## src/rtl/decoder_scan_n.sv

```systemverilog
// -----------------------------------------------------------------------------
// decoder_scan_n
//   Registered IN_W-to-2^IN_W one-hot decoder with a built-in scan sequencer.
//   The decode index is either driven directly or walked up/down by a scanner
//   that advances once every SCAN_DIV clocks. Output polarity is selectable.
//
// Parameters
//   IN_W       index width; OUT_W = 2**IN_W output lines
//   SCAN_DIV   clocks per scan step (1..65535)
//   ACTIVE_LOW 1 = selected line driven 0, inactive lines driven 1
//
// Ports
//   clk     rising-edge clock
//   rst     synchronous active-high reset
//   enable  1 = drive decoded output, 0 = outputs inactive and state frozen
//   mode    00 direct, 01 scan up, 10 scan down, 11 hold
//   in      decode index (direct) / load value (scan, hold)
//   load    scan/hold: load idx from in
//   out     registered one-hot select
//   idx     registered current index
//   step    one-cycle pulse when the scanner advanced idx
//   wrap    one-cycle pulse when a scan step wrapped around
// -----------------------------------------------------------------------------
module decoder_scan_n #(
    parameter int IN_W       = 3,
    parameter int SCAN_DIV   = 4,
    parameter bit ACTIVE_LOW = 1'b0
) (
    input  logic                 clk,
    input  logic                 rst,
    input  logic                 enable,
    input  logic [1:0]           mode,
    input  logic [IN_W-1:0]      in,
    input  logic                 load,
    output logic [(2**IN_W)-1:0] out,
    output logic [IN_W-1:0]      idx,
    output logic                 step,
    output logic                 wrap
);

    localparam int OUT_W = 2**IN_W;
    localparam int DIV_W = $clog2(SCAN_DIV) + 1;

    localparam logic [IN_W-1:0]  IDX_MAX  = {IN_W{1'b1}};
    localparam logic [DIV_W-1:0] DIV_LAST = DIV_W'(SCAN_DIV - 1);
    localparam logic [OUT_W-1:0] INACTIVE = ACTIVE_LOW ? {OUT_W{1'b1}} : {OUT_W{1'b0}};

    typedef enum logic [1:0] {
        MODE_DIRECT = 2'b00,
        MODE_UP     = 2'b01,
        MODE_DOWN   = 2'b10,
        MODE_HOLD   = 2'b11
    } mode_t;

    logic [IN_W-1:0]  idx_reg, idx_next;
    logic [DIV_W-1:0] div_reg, div_next;
    logic [OUT_W-1:0] out_reg, out_next;
    logic [OUT_W-1:0] onehot_next;
    logic             step_reg, step_next;
    logic             wrap_reg, wrap_next;
    logic [1:0]       mode_prev_reg;

    // Next-state for the index, divider and strobes.
    always_comb begin
        idx_next  = idx_reg;
        div_next  = div_reg;
        step_next = 1'b0;
        wrap_next = 1'b0;
        if (enable) begin
            case (mode)
                MODE_DIRECT: begin
                    idx_next = in;
                    div_next = '0;
                end
                MODE_HOLD: begin
                    if (load) begin
                        idx_next = in;
                    end
                    div_next = '0;
                end
                default: begin
                    if (load) begin
                        // Load wins over a step falling due on the same edge.
                        idx_next = in;
                        div_next = '0;
                    end else if (mode != mode_prev_reg) begin
                        // Fresh scan direction: restart the full step interval.
                        div_next = '0;
                    end else if (div_reg == DIV_LAST) begin
                        div_next  = '0;
                        step_next = 1'b1;
                        if (mode == MODE_UP) begin
                            idx_next  = idx_reg + IN_W'(1);
                            wrap_next = (idx_reg == IDX_MAX);
                        end else begin
                            idx_next  = idx_reg - IN_W'(1);
                            wrap_next = (idx_reg == '0);
                        end
                    end else begin
                        div_next = div_reg + DIV_W'(1);
                    end
                end
            endcase
        end
    end

    // Decode the index being registered this edge so out never lags idx.
    generate
        for (genvar gi = 0; gi < OUT_W; gi++) begin : g_decode
            assign onehot_next[gi] = (idx_next == IN_W'(gi));
        end
    endgenerate

    always_comb begin
        out_next = INACTIVE;
        if (enable) begin
            out_next = ACTIVE_LOW ? ~onehot_next : onehot_next;
        end
    end

    always_ff @(posedge clk) begin
        if (rst) begin
            idx_reg       <= '0;
            div_reg       <= '0;
            out_reg       <= INACTIVE;
            step_reg      <= 1'b0;
            wrap_reg      <= 1'b0;
            // Track the mode present during reset so a scan that is already
            // selected steps exactly SCAN_DIV cycles after release.
            mode_prev_reg <= mode;
        end else begin
            idx_reg       <= idx_next;
            div_reg       <= div_next;
            out_reg       <= out_next;
            step_reg      <= step_next;
            wrap_reg      <= wrap_next;
            mode_prev_reg <= mode;
        end
    end

    assign out  = out_reg;
    assign idx  = idx_reg;
    assign step = step_reg;
    assign wrap = wrap_reg;

endmodule

```

## config.mk

```make
export PLATFORM = sky130hd
export DESIGN_NAME = decoder_scan_n
export DESIGN_NICKNAME = d
export VERILOG_FILES = /design/src/rtl/decoder_scan_n.sv
export SDC_FILE = /design/constraint.sdc
export NUM_CORES = 1
export LEC_CHECK = 0
export ABC_CLOCK_PERIOD_IN_PS = 2300
export BUFFER_PORTS_ARGS = -buffer_cell sky130_fd_sc_hd__buf_4
export CAP_MARGIN = 20
export CORE_MARGIN = 1
export CORE_UTILIZATION = 25
export CTS_BUF_LIST = sky130_fd_sc_hd__clkbuf_8
export CTS_CLUSTER_SIZE = 30
export DETAILED_ROUTE_END_ITERATION = 7
export PLACE_DENSITY = 0.43
export SLEW_MARGIN = 20
export SYNTH_ARGS = -nofsm -noshare
export SYNTH_HDL_FRONTEND = slang
export SYNTH_SLANG_ARGS = --single-unit
```

## constraint.sdc

```tcl
create_clock -name clk -period 2.3 [get_ports clk]
set_input_delay 0.69 -clock clk [delete_from_list [all_inputs] [get_ports clk]]
set_output_delay 0.69 -clock clk [all_outputs]
set_load 0.02 [all_outputs]
```

# After elaboration in Yosys (flattened, before gate mapping)
# Index checks and enable logic that the tools add are counted.
totals:
  register_bits: 18
  input_bits: 9
  out_inout_bits: 13
  elab_cells: 43
op_classes:
  addsub: 3
  eq_ne: 12
  muxes: 13
  n_bitwise: 2
  reduce_logical: 7
op_table:
  columns: ["cell", "n"]
  rows:
  - ["two-way mux 3 bit", 10]
  - ["equality test 3 bit, second input constant", 5]
  - ["equality test 3 x 2 -> 1 bit, second input constant", 3]
  - ["OR reduction 7 bit", 1]
  - ["adder 3 x 1 -> 3 bit, second input constant", 2]
  - ["zero test 3 bit", 2]
  - ["one-hot mux 3 bit (2 select lines)", 1]
  - ["OR reduction 6 bit", 1]
  - ["OR reduction 2 bit", 2]
  - ["equality test 3 x 1 -> 1 bit, second input constant", 1]
  - ["subtractor 3 x 1 -> 3 bit, second input constant", 1]
  - ["equality test 2 x 1 -> 1 bit, second input constant", 1]
  - ["equality test 2 bit, second input constant", 1]
  - ["zero test 2 bit", 1]
  - ["two-way mux 1 bit", 2]
  - ["!= test 2 bit", 1]
  - ["inverter 1 bit", 2]

# Longest topological paths before layout
# Gate-level depths: netlist of run 1.
depth:
  depth_word: 8
  depth_mapped: 8
  ltp_nobuf: 7

# Least setup slack after synthesis of run 1
# No wires, ideal clock.
synth_path:
  path_type: "input to register"
  startpoint: "in mode[1]"
  endpoint: "reg out_reg[2] (netlist: out[2])"
  setup_time_ns: 0.138
  arrival_time_ns: 2.242
  required_ns: 2.162
  path_slack_ns: -0.079
  cell_stages: 7
  path_buffers: 0
  cell_sequence: "inv_1 -> ha_1 -> fa_1 -> xnor2_1 -> o311a_1 -> a311oi_1 -> nor3_1"
synth_between:
  elab_chain_cells: 8
synth_rtl:
  columns: ["element", "line_no", "rtl"]
  rows:
  - ["from (decl)", "32", "input logic [1:0] mode,"]
  - ["equality test 2 x 1 -> 1 bit", "92", "if (mode == MODE_UP) begin"]
  - ["two-way mux 3 bit", "92", null]
  - ["two-way mux 3 bit", "89", "end else if (div_reg == DIV_LAST) begin"]
  - ["two-way mux 3 bit", "86", "end else if (mode != mode_prev_reg) begin"]
  - ["two-way mux 3 bit", "82", "if (load) begin"]
  - ["one-hot mux 3 bit (2 select lines) (*)", "70", "case (mode)"]
  - ["two-way mux 3 bit (*)", "69", "if (enable) begin"]
  - ["equality test 3 x 2 -> 1 bit (*)", "110", "assign onehot_next[gi] = (idx_next == IN_W'(gi));"]
  - ["to (signal assigned)", "134", "out_reg <= out_next;"]
  - ["to (decl)", "57", "logic [OUT_W-1:0] out_reg, out_next;"]
# Mark *: on every way between the ends. The rest lies on a longest branch, timed or not.
# A chain may end at the register's enable or synchronous reset.

# Final worst setup path of run 1
layout_path:
  startpoint: "in mode[0]"
  endpoint: "reg idx_reg[2] (netlist: idx[2])"
layout_between:
  elab_chain_cells: 7
layout_rtl:
  columns: ["element", "line_no", "rtl"]
  rows:
  - ["equality test 2 x 1 -> 1 bit", "92", null]
  - ["two-way mux 3 bit", "92", null]
  - ["two-way mux 3 bit", "89", null]
  - ["two-way mux 3 bit", "86", null]
  - ["two-way mux 3 bit", "82", null]
  - ["one-hot mux 3 bit (2 select lines) (*)", "70", null]
  - ["two-way mux 3 bit (*)", "69", null]
  - ["to (signal assigned)", "132", "idx_reg <= idx_next;"]
  - ["to (decl)", "55", "logic [IN_W-1:0] idx_reg, idx_next;"]
# Marks and branches as above.

==> metrics.txt, run 1 <==
pin count of the biggest net entering global routing 11; most common library cells after synthesis dfxtp_1, nor3_1, nand2_1, inv_1, o21ai_0; worst slew pin tran 0.417 ns; Max Cap Viol 0; clock buffer depth 2; Internal 552 uW; crit-path max FO 5; Clock power frac 33.6%; DR WL/cell 12.0 um; CTS clk-pin slew, worst paths 0.07 ns; slew margin rel. 72.0%; Synth top area share between 30% and 40%; Worst Hold Class reg -> reg; CP Capture Type flop; residual DRC count 0; Mapped Avg Cell Area 9.29 um^2; vias 816; VDD IR-drop max 0.000427 V; CTS buffer count 3; crit path DAT 2.41 ns; Final nets 149; top_reg_cell synth dfxtp_1; r2r endpoint idx[2]; leak pwr roughly 0.54 nW; 1st-pass router iterations 3; Syn Inst Count 98; Yosys cell types 38; Iter 0 DRT Violations 15; Yosys warnings 0; worst hold stages 2; Worst Reg-to-Reg Cells 6; DPL Wire Length 1740 um; # fillers 348; Cell Area, Placed 1230 um^2; final setup vio count 0; CTS sink count 18; first-pass GRT wire length around 3800 um; Post-synth EDFFs 0; Design Area, Final roughly 1300 um^2; #FFs+latches synth 18; RSZ-0062 raised after global routing true; Mapped Area 911 um^2; Largest register FFs 8; synth top area cells dfxtp_1, ha_1, nor3_1, xnor2_2, nand2_1; fin crit share 97.5%; fin util 38.2%; Hold Vio Cnt, Final 0; Seq/Total Area, Yosys 39.6%; part of the power in registers between 40% and 50%; Die Ht 62.4 um; core area ~3400 um^2; Total GRT Usage 12.1%; skew final 0.00339 ns; placed insts 176; # rows 21; Antenna Nets Post-Route 0; most frequent cell after synthesis dfxtp_1; area grow syn2layout 43.4%; Final Critical Period ~2.2 ns; Overflow after GRT 0; Pins Over Slew Limit 0; number of global-route vias before repair between 800 and 900; layout cell share with drive strength beyond 1 a little over 40%; part of the power in combinational logic 22.1%; IO Port Bufs 21; ant diodes 0; critical path type in -> reg; setup bufs post-CTS 0; HP Start div_reg[1]; Fmax 446 MHz; routed wire length between 2000 and 2500 um; status complete, no violations; Cell Count, Final, Fillers Out 180; root buffer cell clkbuf_8; clock latency on the worst-skew pair 0.25 ns; H-tree depth 1; post-DR vias/cell 4.53; Die W 62.4 um; Sw Pwr 191 uW; CP required ~2.5 ns; switching share of power 25.7%; DIE AREA roughly 4000 um^2; Worst R2R Setup Slack 0.33 ns; Hold Path End div_reg[1]; TritonCTS clock tree yes; initial core utilization between 20% and 30%; largest area contributor in the netlist dfxtp_1; Async SR Flop Fraction 0%; worst r2r src div_reg[0]; syn_nets approximately 110; Startpoint Class input port; GPL Wtd Cong 0.811; pwr dens 569 nW/um^2; initial antenna violation count 0; number of I/O pins 22
[cell usage in the layout, fill, tap and decap left out, drive strengths merged, types with 3 or more instances in the layout]
master  netlist  layout
buf           2      35
dfxtp        18      18
nor3          9       9
nand2         7       7
inv           5       5
o21ai         5       5
clkbuf        1       4
nor2b         4       4
ha            4       4
a21oi         3       3
or4           3       3
nand2b        3       3
nor2          3       3
a211oi        3       3
nand4         3       3
xnor2         3       3
[worst max path at each step]
stage	startpoint	end	depth (start not counted)
CTS	mode[0]	out[7]	7
global route	mode[1]	idx[2]	8
global placement	mode[0]	out[7]	7
finish	mode[0]	idx[2]	7
detailed placement	mode[0]	out[7]	7
floorplan	mode[1]	out[0]	7
[worst max-delay path: stages]
cell and delay (ns):
buf_4 0.13, ha_2 0.19, fa_2 0.34, xnor2_1 0.15, o311a_1 0.33, a311o_2 0.38
o22ai_1 0.19
[stage by stage]
| stage | power (mW) | TNS [ns] | setup slack, ns | hold slack, ns |
|---|---|---|---|---|
| final | 0.743 | 0 | 0.0564 | 0.487 |
| after global routing | 0.782 | -0.0221 | -0.0221 | 0.506 |
| after CTS | 0.747 | 0 | 0.0543 | 0.479 |
| after detailed placement | 0.497 | -1.55 | -0.205 | 0.470 |
| after global placement | 0.495 | -1.49 | -0.205 | 0.455 |
| after floorplan | 0.427 | 0 | 0.0408 | 0.439 |
[timing repair]
action / CTS / global route
hold buffers: 0 / 0
setup endpoints to repair: 0 / 8
gates resized for setup: 0 / 7
[layout make-up]
type                    instances  area, um^2  area share, %
inverters                       5        18.8           1.44
well taps                      46        57.6           4.41
flip-flops and latches         18         360           27.6
multi-input cells              72         552           42.2
repair buffers                 35         263           20.1
clock buffers                   4        55.1           4.21
[per-layer routing]
metal  track usage (%)  vias to the layer above  part of all wire (%)
met5                 0                        -                     0
li1                  -                      428                     -
met1              15.6                      374                    49
met2              20.3                       14                    48
met4              1.74                        0                     0
met3              3.68                        0                   3.8
[power by group through the flow]
stage	sequential (mW)	clock, mW	combinational, mW
after floorplan	0.347	0	0.0807
after global placement	0.336	0	0.159
after detailed placement	0.336	0	0.160
after CTS	0.329	0.257	0.161
after global routing	0.330	0.271	0.181
final	0.329	0.249	0.164
[cells by family after synthesis]
logic type | after synthesis | share of synthesized area [%]
buf+inv | 8 | 3.57
fa+ha+maj | 5 | 7.69
mux | 2 | 2.34
flops | 18 | 39.6
xor+xnor | 5 | 6.46
compound gates | 21 | 16.2
simple gates | 39 | 24.2
No activity file was read; power rests on OpenSTA's default activity.
==> run 2, diff against run 1 <==
- BUFFER_PORTS_ARGS: -buffer_cell sky130_fd_sc_hd__buf_4 -> -buffer_cell sky130_fd_sc_hd__buf_2
==> run 2 against run 1 <==
Effect of this change: non-clock buffer count is 3 higher; clock skew is 0.0011 ns higher; combinational power decreased by 3%; critical path type unchanged; largest power group unchanged.
==> metrics.txt, run 2 (synthesized netlist as in run 1, its figures left out) <==
crit-path max FO 5 (unchanged); Final WS setup 0.0714 ns (+0.0150 ns); Total GRT Usage 12.6% (+0.44 points); Fmax 449 MHz (+0.67%); pwr dens 590 nW/um^2 (+3.8%); fin crit share 96.9% (-0.65 points); CP Launch Point mode[1]; Post-Place Setup Slack -0.226 ns (-0.0206 ns); clock latency on the worst-skew pair 0.25 ns (about the same); VDD IR-drop max 0.000340 V (-20%); CP max stage delay 0.37 ns (about the same); Antenna Nets Post-Route 0 (unchanged); TritonCTS clock tree yes; Internal 548 uW (-0.62%); CP Capture Type flop; final setup vio count 0 (unchanged); Worst Reg-to-Reg Cells 6 (unchanged); Clock power frac 34.6% (+1.0 points); r2r endpoint out[7]; area grow syn2layout 38.7%; Largest register FFs 8 (unchanged); routed wire length 2160 um (+0.46%); Post-CTS Hold Buffers 0 (unchanged); switching share of power 26.5% (+0.74 points); Die Ht 62.4 um (unchanged); CP required 2.46 ns (about the same); worst r2r src div_reg[0]; status complete, no violations; RSZ-0062 raised after global routing false; most common cell after layout, fill and taps aside buf_2; clock buffer depth 2 (unchanged); worst hold stages 2 (unchanged); slew margin rel. 75.4% (+3.4 points); number of I/O pins 22 (unchanged); Critical Path Sink out[7]; Final Critical Period 2.23 ns (-0.0150 ns); crit path DAT 2.39 ns (-0.02 ns); Hold Vio Cnt, Final 0 (unchanged); CTS buffer count 3 (unchanged); CP max-delay cell a311o_2; post-CTS resize count 0 (unchanged); Worst R2R Setup Slack 0.31 ns (-0.02 ns); residual DRC count 0 (unchanged); number of global-route vias before repair 844 (+2.8%); Final nets 152 (+2.0%); # rows 21 (unchanged); Die W 62.4 um (unchanged); post-DR vias/cell 4.64 (+2.3%); crit path cell chain buf_2, inv_1, ha_2, fa_2, xnor2_1, o311a_1, a311o_2, nor3_1; layout cell share with drive strength beyond 1 39.4% (-0.88 points); 1st-pass router iterations 4 (+1); # fillers 374 (+7.5%); DPL Wire Length 1800 um (+3.4%); root buffer cell clkbuf_8; DR WL/cell 11.8 um (-1.2%); Startpoint Class input port; skew final 0.00445 ns (+0.00106 ns); Sw Pwr 197 uW (+3.3%); Design Area, Final 1260 um^2 (-3.3%); Fin Setup TNS 0 ns (unchanged); leak pwr 0.548 nW (+1.3%); first-pass GRT wire length 3840 um (+1.6%); Max Cap Viol 0 (unchanged); part of the power in combinational logic 21.3% (-0.8 points); worst slew pin tran 0.369 ns (-0.0479 ns); initial core utilization 26.7% (unchanged); commonest cells after routing, fill and taps aside buf_2, dfxtp_1, buf_4; ant diodes 0 (unchanged); Worst Hold Class reg -> reg; initial antenna violation count 0 (unchanged); critical path type in -> reg; H-tree depth 1 (unchanged); Overflow after GRT 0 (unchanged); pin count of the biggest net entering global routing 11 (unchanged); DIE AREA 3890 um^2 (unchanged); Iter 0 DRT Violations 19 (+4); core area 3420 um^2 (unchanged); vias 849 (+4.0%); Cell Area, Placed 1200 um^2 (-2.4%); part of the power in registers 44.1% (-0.2 points); CTS clk-pin slew, worst paths 0.07 ns (about the same); GPL Wtd Cong 0.869 (+7.1%); Pins Over Slew Limit 0 (unchanged); IO Port Bufs 21 (unchanged); setup bufs post-CTS 0 (unchanged); CTS sink count 18 (unchanged)
run 2: cell types whose count changed in the layout (fill, tap and decap cells not counted), sizes merged:
cell	delta
buf	+3
run 2: worst min-delay path by stage:
stage	start	end
finish	div_reg[1]	div_reg[1]
floorplan	div_reg[1]	div_reg[1]
global placement	div_reg[1]	div_reg[1]
CTS	div_reg[1]	div_reg[1]
detailed placement	div_reg[1]	div_reg[1]
global route	div_reg[1]	div_reg[1]
run 2: through the flow:
step / hold slack [ns] / cells / total power [mW] / util (%)
finish: 0.470 / 183 / 0.746 / 37.0
global route: 0.496 / 183 / 0.789 / 37.0
CTS: 0.469 / 183 / 0.755 / 36.7
detailed placement: 0.459 / 179 / 0.493 / 35.1
global placement: 0.458 / 179 / 0.492 / 35.1
floorplan: 0.439 / 98 / 0.427 / -
run 2: worst max-delay path, delay by kind of cell:
kind,cells,cell delay (ns)
and+or+nand+nor,1,0.21
buffers and inverters,2,0.14
AOI/OAI and AO/OA,2,0.69
adders and majority gates,2,0.53
xor gates and xnor gates,1,0.14
run 2: cell type report:
class	count	area [um^2]	area share [%]
clock buffer	4	55.1	4.36
inverter	5	18.8	1.49
multi-input combinational	72	539	42.7
sequential	18	360	28.5
tap	46	57.6	4.55
timing repair buffer	38	233	18.4
run 2: power groups by stage:
| stage | sequential [mW] | clock (mW) | combinational [mW] |
|---|---|---|---|
| after detailed placement | 0.336 | 0 | 0.157 |
| after floorplan | 0.347 | 0 | 0.0807 |
| after global routing | 0.330 | 0.282 | 0.178 |
| final | 0.329 | 0.258 | 0.159 |
| after CTS | 0.329 | 0.269 | 0.158 |
| after global placement | 0.336 | 0 | 0.156 |
run 2: layer usage:
layer  routed length, um  GRT usage [%]  part of all wire, %  vias up
met5                   0              0                    0        -
met1                 961           15.2                   44      396
met3                 101           3.49                  4.7        4
met2                1070           21.7                   50       16
met4                  27           3.49                  1.2        0
li1                    -              -                    -      433
==> run 3, diff against run 2 <==
--- a/config.mk
+++ b/config.mk
@@ -16,3 +16,2 @@
 export PLACE_DENSITY = 0.43
-export SLEW_MARGIN = 20
 export SYNTH_ARGS = -nofsm -noshare
--- a/constraint.sdc
+++ b/constraint.sdc
@@ -3,2 +3,2 @@
 set_output_delay 0.69 -clock clk [all_outputs]
-set_load 0.02 [all_outputs]
+set_load 0.1 [all_outputs]
==> run 3 against run 2 <==
Effect of this change: global-route usage is 0.23 points lower; sequential share of layout area grew 0.90 points; count of clock-buffer cells in the layout is the same; worst setup slack better by 0.010 ns; critical path depth decreased by 1; clock skew increased by 0.00077 ns; non-clock buffer count decreased by 3; first-iteration DRC count fell by 32%; cell count fell by 1.6%; critical endpoint is now out[5]; largest power group unchanged.
==> metrics.txt, run 3 (synthesized netlist as in run 1, its figures left out) <==
setup bufs post-CTS 0 (unchanged); VDD IR-drop max 0.000313 V (-7.9%); Post-Place Setup Slack -0.201 ns (+0.0251 ns); Hold Vio Cnt, Final 0 (unchanged); most common cell after layout, fill and taps aside buf_2; pin count of the biggest net entering global routing 11 (unchanged); core area 3420 um^2 (unchanged); DR WL/cell 12.1 um (+2.6%); Internal 543 uW (-0.98%); r2r endpoint out[5]; part of the power in combinational logic 25.0% (+3.7 points); CP max-delay cell a311o_2; # rows 21 (unchanged); Hold Path End div_reg[1]; CP Capture Type flop; clock buffer depth 2 (unchanged); CP max stage delay 0.36 ns (about the same); Overflow after GRT 0 (unchanged); Worst Hold Class reg -> reg; Pins Over Slew Limit 0 (unchanged); RSZ-0062 raised after global routing true; ant diodes 0 (unchanged); initial core utilization 26.7% (unchanged); HP Start div_reg[1]; DPL Wire Length 1790 um (-0.77%); Sequential Area 363 um^2 (+0.69%); Die W 62.4 um (unchanged); routed wire length 2180 um (+0.92%); initial antenna violation count 0 (unchanged); Sw Pwr 238 uW (+20%); Final WS setup 0.0815 ns (+0.0100 ns); CTS buffer count 3 (unchanged); metal2 WL 1050 um (-2.0%); Cell Area, Placed 1180 um^2 (-1.7%); number of I/O pins 22 (unchanged); area grow syn2layout 35.4%; critical path type in -> reg; Design Area, Final 1230 um^2 (-2.4%); slew margin rel. 64.6% (-11 points); Max Cap Viol 0 (unchanged); H-tree depth 1 (unchanged); layout cell share with drive strength beyond 1 38.1% (-1.4 points); Top delay family on crit path compound AO/OA/AOI/OAI gates; worst slew pin tran 0.526 ns (+0.156 ns); post-CTS resize count 0 (unchanged); Worst R2R Setup Slack 0.31 ns (about the same); GPL Wtd Cong 0.807 (-7.1%); Fmax 451 MHz (+0.45%); DIE AREA 3890 um^2 (unchanged); CTS clk-pin slew, worst paths 0.07 ns (about the same); IO Port Bufs 21 (unchanged); final setup vio count 0 (unchanged); Worst Reg-to-Reg Cells 6 (unchanged); residual DRC count 0 (unchanged); Top Metal Used met3; skew final 0.00522 ns (+0.000771 ns); Post-CTS Hold Buffers 0 (unchanged); worst hold stages 2 (unchanged); fin util 36.1% (-0.88 points); CTS sink count 18 (unchanged); Total GRT Usage 12.3% (-0.23 points); Final Critical Period 2.22 ns (-0.0100 ns); Startpoint Class input port; Metal-1 WL 1050 um (+9.3%); post-DR vias/cell 4.64 (about the same); met3 layer wire length in the routed design 80 um (-21%); fin crit share 96.5% (-0.44 points); pwr dens 633 nW/um^2 (+7.2%); Die Ht 62.4 um (unchanged); Iter 0 DRT Violations 13 (-6); Clock power frac 32.4% (-2.2 points); vias 835 (-1.6%); part of the power in registers 42.6% (-1.5 points); worst r2r src idx[0]; root buffer cell clkbuf_8; total power 780 uW (+4.7%); Fin Setup TNS 0 ns (unchanged); crit path DAT 2.39 ns (about the same); switching share of power 30.4% (+4.0 points); leak pwr 0.529 nW (-3.5%); crit-path max FO 5 (unchanged); crit path buf inv count 1 (-1); Largest register FFs 8 (unchanged); status complete, no violations; number of global-route vias before repair 775 (-8.2%); crit path cell chain buf_2, ha_2, fa_2, xnor2_1, o311a_1, a311o_2, nor3_1; commonest cells after routing, fill and taps aside buf_2, dfxtp_1, buf_4; first-pass GRT wire length 3750 um (-2.3%); Antenna Nets Post-Route 0 (unchanged); multi-input logic area 529 um^2 (-1.9%); Final nets 149 (-2.0%); # fillers 373 (-0.27%); 1st-pass router iterations 4 (unchanged); TritonCTS clock tree yes; clock latency on the worst-skew pair 0.25 ns (about the same); CP required 2.47 ns (about the same)
==> run 3: changes by cell type in the layout (fill, tap and decap cells not counted), sizes merged <==
cell	before	now
buf	38	35
==> run 3: power by group through the flow <==
stage | logic, mW | clock network [mW] | registers [mW]
detailed placement | 0.196 | 0 | 0.340
finish | 0.195 | 0.253 | 0.332
floorplan | 0.0808 | 0 | 0.394
global placement | 0.194 | 0 | 0.339
CTS | 0.197 | 0.264 | 0.332
global route | 0.211 | 0.279 | 0.334
==> run 3: metal layers <==
metal  vias up  track usage, %
met5         -               0
met4         0            1.74
met3         0            3.68
met2        14            20.7
met1       390            15.9
li1        431               -
==> run 3: how the worst max path moves through the flow <==
stage	slack (ns)	start	cells past startpoint	endpoint
5_1_grt	-0.04	mode[1]	8	out[5]
3_5_place_dp	-0.20	mode[0]	7	out[5]
2_1_floorplan	0.04	idx[0]	6	out[6]
3_3_place_gp	-0.18	mode[0]	7	out[6]
6_report	0.08	mode[0]	7	out[5]
4_1_cts	0.06	mode[0]	7	out[5]
==> run 3: worst register-to-register path, cell delays in order, from the launching register on <==
cell and delay (ns):
dfxtp_2 0.39, inv_1 0.09, fa_2 0.39, xnor2_1 0.15, o311a_1 0.34, a311o_2 0.36
nor3_1 0.19
==> run 3: layout make-up <==
class | instances | area share [%]
tap | 46 | 4.67
timing repair buffer | 35 | 17.0
inverter | 5 | 1.52
clock buffer | 4 | 4.46
multi-input combinational | 72 | 42.9
sequential | 18 | 29.4
==> run 3: stage by stage <==
| stage | hold slack [ns] | std cells |
|---|---|---|
| after floorplan | 0.439 | 98 |
| after global placement | 0.458 | 176 |
| after detailed placement | 0.465 | 176 |
| after CTS | 0.475 | 180 |
| after global routing | 0.497 | 180 |
| final | 0.473 | 180 |
